File: config.mk
export PLATFORM = sky130hd
export DESIGN_NAME = button_rate_ctrl_flat
export DESIGN_NICKNAME = d
export VERILOG_FILES = /design/src/rtl/led_ctrl_pkg.sv /design/src/rtl/button_rate_ctrl_if.sv /design/src/rtl/button_rate_ctrl_sync_ff_chain.sv /design/src/rtl/button_rate_ctrl.sv /design/src/flat_wrapper.sv
export SDC_FILE = /design/constraint.sdc
export NUM_CORES = 1
export LEC_CHECK = 0
export CAP_MARGIN = 20
export CORE_ASPECT_RATIO = 1.25
export CORE_MARGIN = 4
export CORE_UTILIZATION = 35
export CTS_CLUSTER_DIAMETER = 40
export DETAILED_ROUTE_END_ITERATION = 7
export GPL_TIMING_DRIVEN = 0
export PLACE_DENSITY_LB_ADDON = 0.05
export SLEW_MARGIN = 25
export SYNTH_ARGS = -nofsm -noshare
export SYNTH_HDL_FRONTEND = slang
export SYNTH_SLANG_ARGS = --single-unit
File: constraint.sdc
create_clock -name clk -period 5.1 [get_ports clk]
set_input_delay 0.765 -clock clk [delete_from_list [all_inputs] [get_ports clk]]
set_output_delay 0.765 -clock clk [all_outputs]
set_load 0.005 [all_outputs]
File: src/rtl/led_ctrl_pkg.sv
// Shared types and default timing for the button control stage and the LED blinker.
package led_ctrl_pkg;

  // Button FSM states
  typedef enum logic [2:0] {
    RELEASED,
    PRESS_DEBOUNCE,
    PRESSED,
    LONG_HELD,
    RELEASE_DEBOUNCE
  } btn_state_t;

  localparam int unsigned DEF_DEBOUNCE_CYCLES = 1000;
  localparam int unsigned DEF_LONG_CYCLES     = 50000;
  localparam int unsigned DEF_RATE_STEPS      = 4;

  // Blink-rate code driven to the blinker
  typedef logic [$clog2(DEF_RATE_STEPS)-1:0] rate_code_t;

  // LED on-time in clock cycles for each rate code
  function automatic int unsigned rate_on_cycles(rate_code_t code);
    case (code)
      2'd0:    return 32'd25_000_000;
      2'd1:    return 32'd12_500_000;
      2'd2:    return 32'd6_250_000;
      default: return 32'd3_125_000;
    endcase
  endfunction

  // LED off-time in clock cycles for each rate code
  function automatic int unsigned rate_off_cycles(rate_code_t code);
    case (code)
      2'd0:    return 32'd25_000_000;
      2'd1:    return 32'd12_500_000;
      2'd2:    return 32'd6_250_000;
      default: return 32'd3_125_000;
    endcase
  endfunction

endpackage

File: src/rtl/button_rate_ctrl_if.sv
// Button input and event/rate outputs of the button control stage.
// master: the control stage; slave: the consumer (blinker) and button source.
interface button_rate_ctrl_if #(
  parameter int unsigned RATE_W = 2
);
  logic              btn_in;
  logic              btn_level;
  logic              press_pulse;
  logic              release_pulse;
  logic              long_pulse;
  logic [RATE_W-1:0] rate_sel;
  logic              blink_en;

  modport master (
    input  btn_in,
    output btn_level, press_pulse, release_pulse, long_pulse, rate_sel, blink_en
  );

  modport slave (
    output btn_in,
    input  btn_level, press_pulse, release_pulse, long_pulse, rate_sel, blink_en
  );
endinterface

File: src/rtl/button_rate_ctrl_sync_ff_chain.sv
// Multi-stage synchroniser for an asynchronous single-bit input; resets to 0.
module sync_ff_chain #(
  parameter int unsigned SYNC_STAGES = 2
) (
  input  logic clk,
  input  logic reset,
  input  logic d,
  output logic q
);
  logic [SYNC_STAGES-1:0] ff;

  // Shift the raw input through the flop chain
  always_ff @(posedge clk or negedge reset) begin
    if (!reset) ff <= '0;
    else        ff <= {ff[SYNC_STAGES-2:0], d};
  end

  assign q = ff[SYNC_STAGES-1];
endmodule

File: src/rtl/button_rate_ctrl.sv
// Push-button synchroniser, debouncer and rate/enable controller for the LED blinker.
// Optional long-press support is enabled by defining BUTTON_LONG_PRESS_EN.
module button_rate_ctrl
  import led_ctrl_pkg::*;
#(
  parameter int unsigned DEBOUNCE_CYCLES = DEF_DEBOUNCE_CYCLES,
  parameter int unsigned LONG_CYCLES     = DEF_LONG_CYCLES,
  parameter int unsigned SYNC_STAGES     = 2,
  parameter int unsigned RATE_STEPS      = DEF_RATE_STEPS
) (
  input  logic                clk,
  input  logic                reset,
  button_rate_ctrl_if.master  bus
);
  localparam int unsigned CNT_W  = $clog2(LONG_CYCLES + 1);
  localparam int unsigned RATE_W = $clog2(RATE_STEPS);
  localparam logic [CNT_W-1:0]  DEB_MAX  = CNT_W'(DEBOUNCE_CYCLES);
  localparam logic [RATE_W-1:0] RATE_MAX = RATE_W'(RATE_STEPS - 1);
`ifdef BUTTON_LONG_PRESS_EN
  localparam logic [CNT_W-1:0]  LONG_MAX = CNT_W'(LONG_CYCLES - 1);
`endif

  btn_state_t        state;
  logic [CNT_W-1:0]  cnt;
  logic [CNT_W-1:0]  cnt_inc;
  logic [RATE_W-1:0] rate_q;
  logic [RATE_W-1:0] rate_next;
  logic              s;
  logic              level_q;
  logic              press_q;
  logic              release_q;
  logic              from_long;
`ifdef BUTTON_LONG_PRESS_EN
  logic              long_q;
  logic              blink_q;
`endif

  sync_ff_chain #(.SYNC_STAGES(SYNC_STAGES)) u_sync (
    .clk   (clk),
    .reset (reset),
    .d     (bus.btn_in),
    .q     (s)
  );

  // Saturating counter step and wrapping rate step
  assign cnt_inc   = (cnt == '1) ? cnt : cnt + CNT_W'(1);
  assign rate_next = (rate_q == RATE_MAX) ? '0 : rate_q + RATE_W'(1);

  // Debounce FSM with registered level, event pulses, rate and enable
  always_ff @(posedge clk or negedge reset) begin
    if (!reset) begin
      state     <= RELEASED;
      cnt       <= '0;
      level_q   <= 1'b0;
      press_q   <= 1'b0;
      release_q <= 1'b0;
      from_long <= 1'b0;
      rate_q    <= '0;
`ifdef BUTTON_LONG_PRESS_EN
      long_q    <= 1'b0;
      blink_q   <= 1'b1;
`endif
    end else begin
      press_q   <= 1'b0;
      release_q <= 1'b0;
`ifdef BUTTON_LONG_PRESS_EN
      long_q    <= 1'b0;
`endif
      case (state)
        RELEASED: begin
          if (s) begin
            state <= PRESS_DEBOUNCE;
            cnt   <= CNT_W'(1);
          end
        end
        PRESS_DEBOUNCE: begin
          if (!s) begin
            state <= RELEASED;
            cnt   <= '0;
          end else if (cnt == DEB_MAX) begin
            state   <= PRESSED;
            cnt     <= '0;
            level_q <= 1'b1;
            press_q <= 1'b1;
          end else begin
            cnt <= cnt_inc;
          end
        end
        PRESSED: begin
          if (!s) begin
            state     <= RELEASE_DEBOUNCE;
            cnt       <= CNT_W'(1);
            from_long <= 1'b0;
          end
`ifdef BUTTON_LONG_PRESS_EN
          else if (cnt == LONG_MAX) begin
            state   <= LONG_HELD;
            cnt     <= '0;
            long_q  <= 1'b1;
            blink_q <= ~blink_q;
          end else begin
            cnt <= cnt_inc;
          end
`endif
        end
        LONG_HELD: begin
          if (!s) begin
            state     <= RELEASE_DEBOUNCE;
            cnt       <= CNT_W'(1);
            from_long <= 1'b1;
          end
        end
        RELEASE_DEBOUNCE: begin
          if (s) begin
            state <= from_long ? LONG_HELD : PRESSED;
            cnt   <= '0;
          end else if (cnt == DEB_MAX) begin
            state     <= RELEASED;
            cnt       <= '0;
            level_q   <= 1'b0;
            release_q <= 1'b1;
`ifdef BUTTON_LONG_PRESS_EN
            if (!from_long) rate_q <= rate_next;
`else
            rate_q <= rate_next;
`endif
          end else begin
            cnt <= cnt_inc;
          end
        end
        default: begin
          state <= RELEASED;
          cnt   <= '0;
        end
      endcase
    end
  end

  assign bus.btn_level     = level_q;
  assign bus.press_pulse   = press_q;
  assign bus.release_pulse = release_q;
  assign bus.rate_sel      = rate_q;
`ifdef BUTTON_LONG_PRESS_EN
  assign bus.long_pulse    = long_q;
  assign bus.blink_en      = blink_q;
`else
  assign bus.long_pulse    = 1'b0;
  assign bus.blink_en      = 1'b1;
`endif
endmodule

File: src/flat_wrapper.sv
// flat-port wrapper written by rule: the top's interface ports become plain ports
module button_rate_ctrl_flat import led_ctrl_pkg::*;
#(
  parameter int unsigned DEBOUNCE_CYCLES = DEF_DEBOUNCE_CYCLES,
  parameter int unsigned LONG_CYCLES     = DEF_LONG_CYCLES,
  parameter int unsigned SYNC_STAGES     = 2,
  parameter int unsigned RATE_STEPS      = DEF_RATE_STEPS
)
  (clk, reset, bus_btn_in, bus_btn_level, bus_press_pulse, bus_release_pulse, bus_long_pulse, bus_rate_sel, bus_blink_en);
  button_rate_ctrl_if bus_i ();
  input  logic clk;
  input  logic reset;
  input wire logic [$bits(bus_i.btn_in)-1:0] bus_btn_in;
  output wire logic [$bits(bus_i.btn_level)-1:0] bus_btn_level;
  output wire logic [$bits(bus_i.press_pulse)-1:0] bus_press_pulse;
  output wire logic [$bits(bus_i.release_pulse)-1:0] bus_release_pulse;
  output wire logic [$bits(bus_i.long_pulse)-1:0] bus_long_pulse;
  output wire logic [$bits(bus_i.rate_sel)-1:0] bus_rate_sel;
  output wire logic [$bits(bus_i.blink_en)-1:0] bus_blink_en;
  assign bus_i.btn_in = bus_btn_in;
  assign bus_btn_level = bus_i.btn_level;
  assign bus_press_pulse = bus_i.press_pulse;
  assign bus_release_pulse = bus_i.release_pulse;
  assign bus_long_pulse = bus_i.long_pulse;
  assign bus_rate_sel = bus_i.rate_sel;
  assign bus_blink_en = bus_i.blink_en;
  button_rate_ctrl #(.DEBOUNCE_CYCLES(DEBOUNCE_CYCLES), .LONG_CYCLES(LONG_CYCLES), .SYNC_STAGES(SYNC_STAGES), .RATE_STEPS(RATE_STEPS)) u_core (.clk(clk), .reset(reset), .bus(bus_i));
endmodule
== Word-level counts from Yosys, hierarchy flattened ==
Cells that the tools add are included.
W data, S select, Z words.

* Register bits: 27
* Bits in latches: 0
* Memory bits (writable): 0
* Bits in read-only memories: 0
* Bits of input ports: 3
* Output and inout port bits: 7
* Word-level logic and storage cells: 66
* Memories: 0

* Add/subtract/negate cells: 2
* $mul: 0
* Div/mod/pow operators: 0
* Order comparisons: 0
* Equality and inequality tests: 17
* Shift operators: 0
* Multiplexer cells: 29
* Bitwise operators: 1
* Reduce and logical (&&, ||, !) cells: 9

{| class="wikitable"
|+ Operators with widths
! cell !! number
|-
| $mux W16 || 6
|-
| $pmux W16 S4 || 1
|-
| $mux W3 || 6
|-
| $add A16 B1 Y16 const B || 1
|-
| $eq A16 B10 Y1 const B || 1
|-
| $eq A16 B16 Y1 const B || 1
|-
| $mux W1 || 12
|-
| $ne A2 B2 Y1 const B || 6
|-
| $pmux W3 S4 || 1
|-
| $eq A3 B2 Y1 const B || 2
|-
| $ne A3 B2 Y1 const B || 2
|-
| $reduce_and A3 Y1 || 2
|-
| $reduce_and A5 Y1 || 1
|-
| $ne A2 B1 Y1 const B || 2
|-
| $pmux W1 S2 || 2
|-
| $reduce_and A4 Y1 || 1
|-
| $reduce_bool A2 Y1 || 2
|-
| $eq A3 B1 Y1 const B || 1
|-
| $eq A3 B3 Y1 const B || 1
|-
| $logic_not A3 Y1 || 1
|-
| $add A2 B1 Y2 const B || 1
|-
| $eq A2 B2 Y1 const B || 1
|-
| $mux W2 || 1
|-
| $reduce_and A2 Y1 || 1
|-
| other kinds (2) || 2
|}

== Depth between registers and ports, before layout ==
* Word-level depth: 5
* Gate-level depth with buffers: 8
* Depth with buffers taken out: 7

== Modules after synthesis ==
A second synthesis with hierarchy kept.

* Cell total of the unflattened synthesis: 162
* Area, all modules: 1524.0 µm²

{| class="wikitable"
|+ Modules (own cells, without submodules)
! module !! instances !! cells an instance !! area an instance (µm²) !! seq. area each (µm²)
|-
| button_rate_ctrl || 1 || 160 || 1473.9 || 625.6
|-
| sync_ff_chain || 1 || 2 || 50.0 || 50.0
|}

== Worst setup path before layout ==
OpenSTA, ideal clock, no wires.

* Path type: register to register
* Start: register u_core.cnt[4]
* End: register u_core.rate_q[0] (netlist: u_core.bus.rate_sel[0])
* Setup time: 0.118 ns
* Arrival: 1.894 ns
* Data required time: 4.982 ns
* Setup slack: 3.088 ns
* Cell stages (with the launch flop): 5
* Period minus slack after synthesis: 2.012 ns
* Cell sequence: dfrtp_1 > or4b_4 > nor4_4 > or3b_4 > a21o_1

* Cells in the longest elaborated chain, start to end: 2

{| class="wikitable"
|+ Ends and longest elaborated chain
! what !! RTL line !! source
|-
| start: declaration || button_rate_ctrl.sv:24 || <nowiki>logic [CNT_W-1:0] cnt;</nowiki>
|-
| start signal: assignment || button_rate_ctrl.sv:86 || <nowiki>cnt <= cnt_inc;</nowiki>
|-
| start signal: assignment || button_rate_ctrl.sv:128 || <nowiki>cnt <= cnt_inc;</nowiki>
|-
| $eq A16 B10 Y1 || button_rate_ctrl.sv:117 || <nowiki>end else if (cnt == DEB_MAX) begin</nowiki>
|-
| $reduce_and A3 Y1 (no line) || - ||
|-
| end signal: assignment || button_rate_ctrl.sv:125 || <nowiki>rate_q <= rate_next;</nowiki>
|-
| end: declaration || button_rate_ctrl.sv:26 || <nowiki>logic [RATE_W-1:0] rate_q;</nowiki>
|}

No other way between the ends.
A chain may end at the register's enable or synchronous reset.

== Worst setup path in the final report ==
* Start: register u_core.cnt[10]
* End: register u_core.cnt[0]

* Cells in the longest elaborated chain, start to end: 5
* Elaborated cells on any way between the ends: 7

{| class="wikitable"
|+ Ends and longest elaborated chain
! what !! RTL line !! source
|-
| $eq A16 B16 Y1 || button_rate_ctrl.sv:46 || <nowiki>assign cnt_inc = (cnt == '1) ? cnt : cnt + CNT_W'(1);</nowiki>
|-
| $mux W16 || button_rate_ctrl.sv:46 ||
|-
| $mux W16 (*) || button_rate_ctrl.sv:80, button_rate_ctrl.sv:117 ||
|-
| $mux W16, on equally long branches || button_rate_ctrl.sv:114, button_rate_ctrl.sv:77 ||
|-
| $pmux W16 S4 (*) || button_rate_ctrl.sv:69 || <nowiki>case (state)</nowiki>
|}

Mark *: on every way between the ends. The rest lies on a longest branch, timed or not.

==> impl_metrics.csv <==
group,metric,value,unit
run_status,status,"finished clean",
pwr,ir_worst_vdd,0.00008694,V
die,start_util,0.3604,
timing,finalClockSkew,0.008387,ns
worst_setup_path,critPathTopFamily,"simple AND/OR/NAND/NOR gates",
die,die_w,68.15,um
pwr,p_clk_frac,0.329,
routing,drt_iter0_drc,27,
layout,nNetsFinal,195,
worst_setup_path,path_class,"reg2reg",
synthesis,ys_seq_area_frac,0.4269,
synthesis,synth-edff-count,0,
die,rows,27,
global_routing,grt.overflow.total,0,
hold_path,hold_depth,0,
layout,final_cell_mix,"dfrtp_1, nand2_1, nand3_1, nor2_1, a21oi_1",
global_routing,grt_pass1_vias,1380,
pwr,p_leak,0.7300,nW
layout,final_cells,246,
clock_network,htree_levels,1,
layout,nFillCells,464,
hold_path,min_from,"u_core.u_sync.ff[0]$_DFF_PN0_",
pwr,power,0.0003706,W
timing,slew_headroom,0.4761,
clock_network,cts_tree,"done",
clock_network,clockBufferDepth,2,
worst_setup_path,cp.arrival,2.42,ns
clock_network,cts_root_buffer,"clkbuf_8",
worst_setup_path,cp-start-kind,"register",
place,dp_hpwl,2777,um
pwr,p_seq_frac,0.594,
clock_network,numCtsBuffers,3,
place,port_buffers,7,
worst_setup_path,cp_num_buf_inv,0,
routing,firstDrtPassIters,4,
routing,wl_met3,109,um
routing,ant_nets,0,
synthesis,yosys_warnings,0,
pwr,p_sw_frac,0.2413,
synthesis,synth_cell_types,42,
synthesis,syn_nets,183,
pwr,p_sw,0.00008941,W
timing,drv_slew,0,
clock_network,cts_hold_buf,0,
worst_setup_path,required,5.26,ns
die,die-height,83.19,um
routing,via_per_inst,5.610,
routing,drcViolationCount,0,
layout,areaGrowthSynthToFinish,11.62,%
synthesis,synthFlopType,"dfrtp_1",
place,place_inst,242,
layout,multi_input_area,832.0,um^2
global_routing,grt_max_degree,28,
die,pin_count,10,
global_routing,antenna_found_initial,0,
place,post-place-ws,2.859,ns
flow_run,drv_cap,0,
worst_setup_path,setup.worst_path.start,"u_core.cnt[10]$_DFFE_PN0P_",
clock_network,clock_latency,0.27,ns
timing,setup_viol,0,
synthesis,yosysTopAreaCellShare,0.4269,
timing,hold_viol_final,0,
die,coreArea,4392,um^2
routing,wl_per_cell,15.14,um
worst_setup_path,crit_slowest_cell,"or4b_4",
timing,rsz0062_at_grt,"false",
worst_setup_path,path_cells,"or4b_4, nor4_4, or2_1, nor3_1, a211o_1",
routing,wirelength,3724,um
worst_setup_path,path_depth,5,
routing,vias,1380,
clock_network,post_cts_buffers,0,
synthesis,ys_ff_latch,27,
worst_setup_path,r2r_cells,5,
timing,period_needed,2.263,ns
layout,final_common_cell,"dfrtp_1",
routing,met1_length,1551,um
clock_network,clock_sinks,27,
worst_setup_path,crit_path_end_kind,"register",
layout,num_antenna_cells,0,
synthesis,synth_area_per_cell,8.942,um^2
clock_network,post_cts_resized,0,
timing,setup_slack,2.837,ns
global_routing,grt_pass1_wl,6341,um
timing,finalCritPeriodShare,0.4436,
pwr,pwr-share-comb,0.077,
routing,highest_layer,"met4",
place,gp_congestion,0.8278,
pwr,p_per_area,209.8,nW/um^2
synthesis,synthTopCellsByArea,"dfrtp_1, nand2_1, nand3_1",
routing,route.met2.wl,1986,um
timing,fmax,442.0,MHz
synthesis,synthCells,177,
synthesis,async_reset_ff_frac,1.000,
die,dieArea,5669,um^2
pwr,p_int,0.0002812,W
layout,seq_area,675.6,um^2
clock_network,clk_pin_slew,0.10,ns
worst_setup_path,crit-reg2reg-launch,"u_core.cnt[10]$_DFFE_PN0P_",
timing,whs,0.3545,ns
hold_path,hp-class,"reg2reg",
synthesis,synth.cell_area,1583,um^2
layout,drive_gt1_frac,0.1011,
global_routing,grt_use_total,0.1439,
worst_setup_path,cpPeakStageDelay,0.58,ns
synthesis,yosys.area.top_type,"dfrtp_1",
timing,fin_tns_setup,0,ns
timing,worst_pin_slew,0.7786,ns
worst_setup_path,cp_max_fo,7,
==> flip-flops by register name, summed over array words and instances (netlist names) <==
register and count:
u_core.bus.rate_sel 2, u_core.bus.press_pulse 1, u_core.from_long 1, u_core.bus.btn_level 1, u_core.bus.release_pulse 1, u_core.cnt 16
u_core.u_sync.ff 2, u_core.state 3
==> synthesized netlist by cell type (2+ instances only) <==
library cell	n
a21o_1	3
a21oi_1	11
and2_1	2
and4_2	2
buf_2	3
buf_4	2
clkbuf_1	4
conb_1	2
dfrtp_1	27
ha_1	3
inv_1	8
nand2_1	21
nand3_1	15
nand3b_1	3
nand4_1	3
nor2_1	11
nor2b_1	3
nor3_1	5
nor4_1	3
nor4_4	2
o211ai_1	7
o21ai_0	5
o21ai_1	6
or3_1	3
or4_1	6
==> per-layer routing <==
layer  vias to the layer above  GRT usage
met1                       674     0.1777
met2                        26     0.2465
met5                         -          0
li1                        672          -
met4                         0    0.05425
met3                         8    0.01759
==> final timing paths <==
| path | end | slack (ns) |
|---|---|---|
| max reg2reg | u_core.cnt[0]$_DFFE_PN0P_ | 2.84 |
| max in group asynchronous | u_core.state[0]$_DFFE_PN0P_ | 4.17 |
| min reg2reg | u_core.u_sync.ff[1]$_DFF_PN0_ | 0.35 |
| min in group asynchronous | u_core.bus.rate_sel[1]$_DFFE_PN0P_ | 0.50 |
| max | u_core.cnt[0]$_DFFE_PN0P_ | 2.84 |
| min | u_core.u_sync.ff[1]$_DFF_PN0_ | 0.35 |
==> stage by stage <==
step | instance area [um^2] | utilization
floorplan | 1583 | -
global placement | 1725 | 0.3929
detailed placement | 1720 | 0.3917
CTS | 1767 | 0.4023
global route | 1767 | 0.4023
finish | 1767 | 0.4023
==> layout make-up <==
class / count / share of cell area
clock inverters: 1 / 0.002833
plain buffers: 9 / 0.02550
multi-input cells: 133 / 0.4710
inverters: 8 / 0.01700
flip-flops and latches: 27 / 0.3824
repair buffers: 7 / 0.03683
well taps: 58 / 0.04108
clock buffers: 3 / 0.02337
==> logic make-up (layout without fill, tap and decap cells) <==
logic type,after synthesis,count (layout),synth area share
AO/OA/AOI/OAI,39,39,0.1542
other,2,2,0.004745
buffers and inverters,17,28,0.04742
AND/OR/NAND/NOR,89,89,0.3431
flip-flops,27,27,0.4269
adder cells (fa/ha/maj),3,3,0.02372
==> worst reg2reg max path, stage by stage (launching register included) <==
cell	delay (ns)
dfrtp_1	0.46
or4b_4	0.58
nor4_4	0.41
or2_1	0.31
nor3_1	0.09
a211o_1	0.29
==> power groups by stage <==
stage	clock, W	sequential (W)	combinational, W
CTS	0.000126	0.000220	0.0000294
floorplan	0	0.000224	0.0000174
finish	0.000122	0.000220	0.0000286
global placement	0	0.000224	0.0000289
detailed placement	0	0.000224	0.0000292
global route	0.000136	0.000221	0.0000323
(Power assumes the default switching activity.)
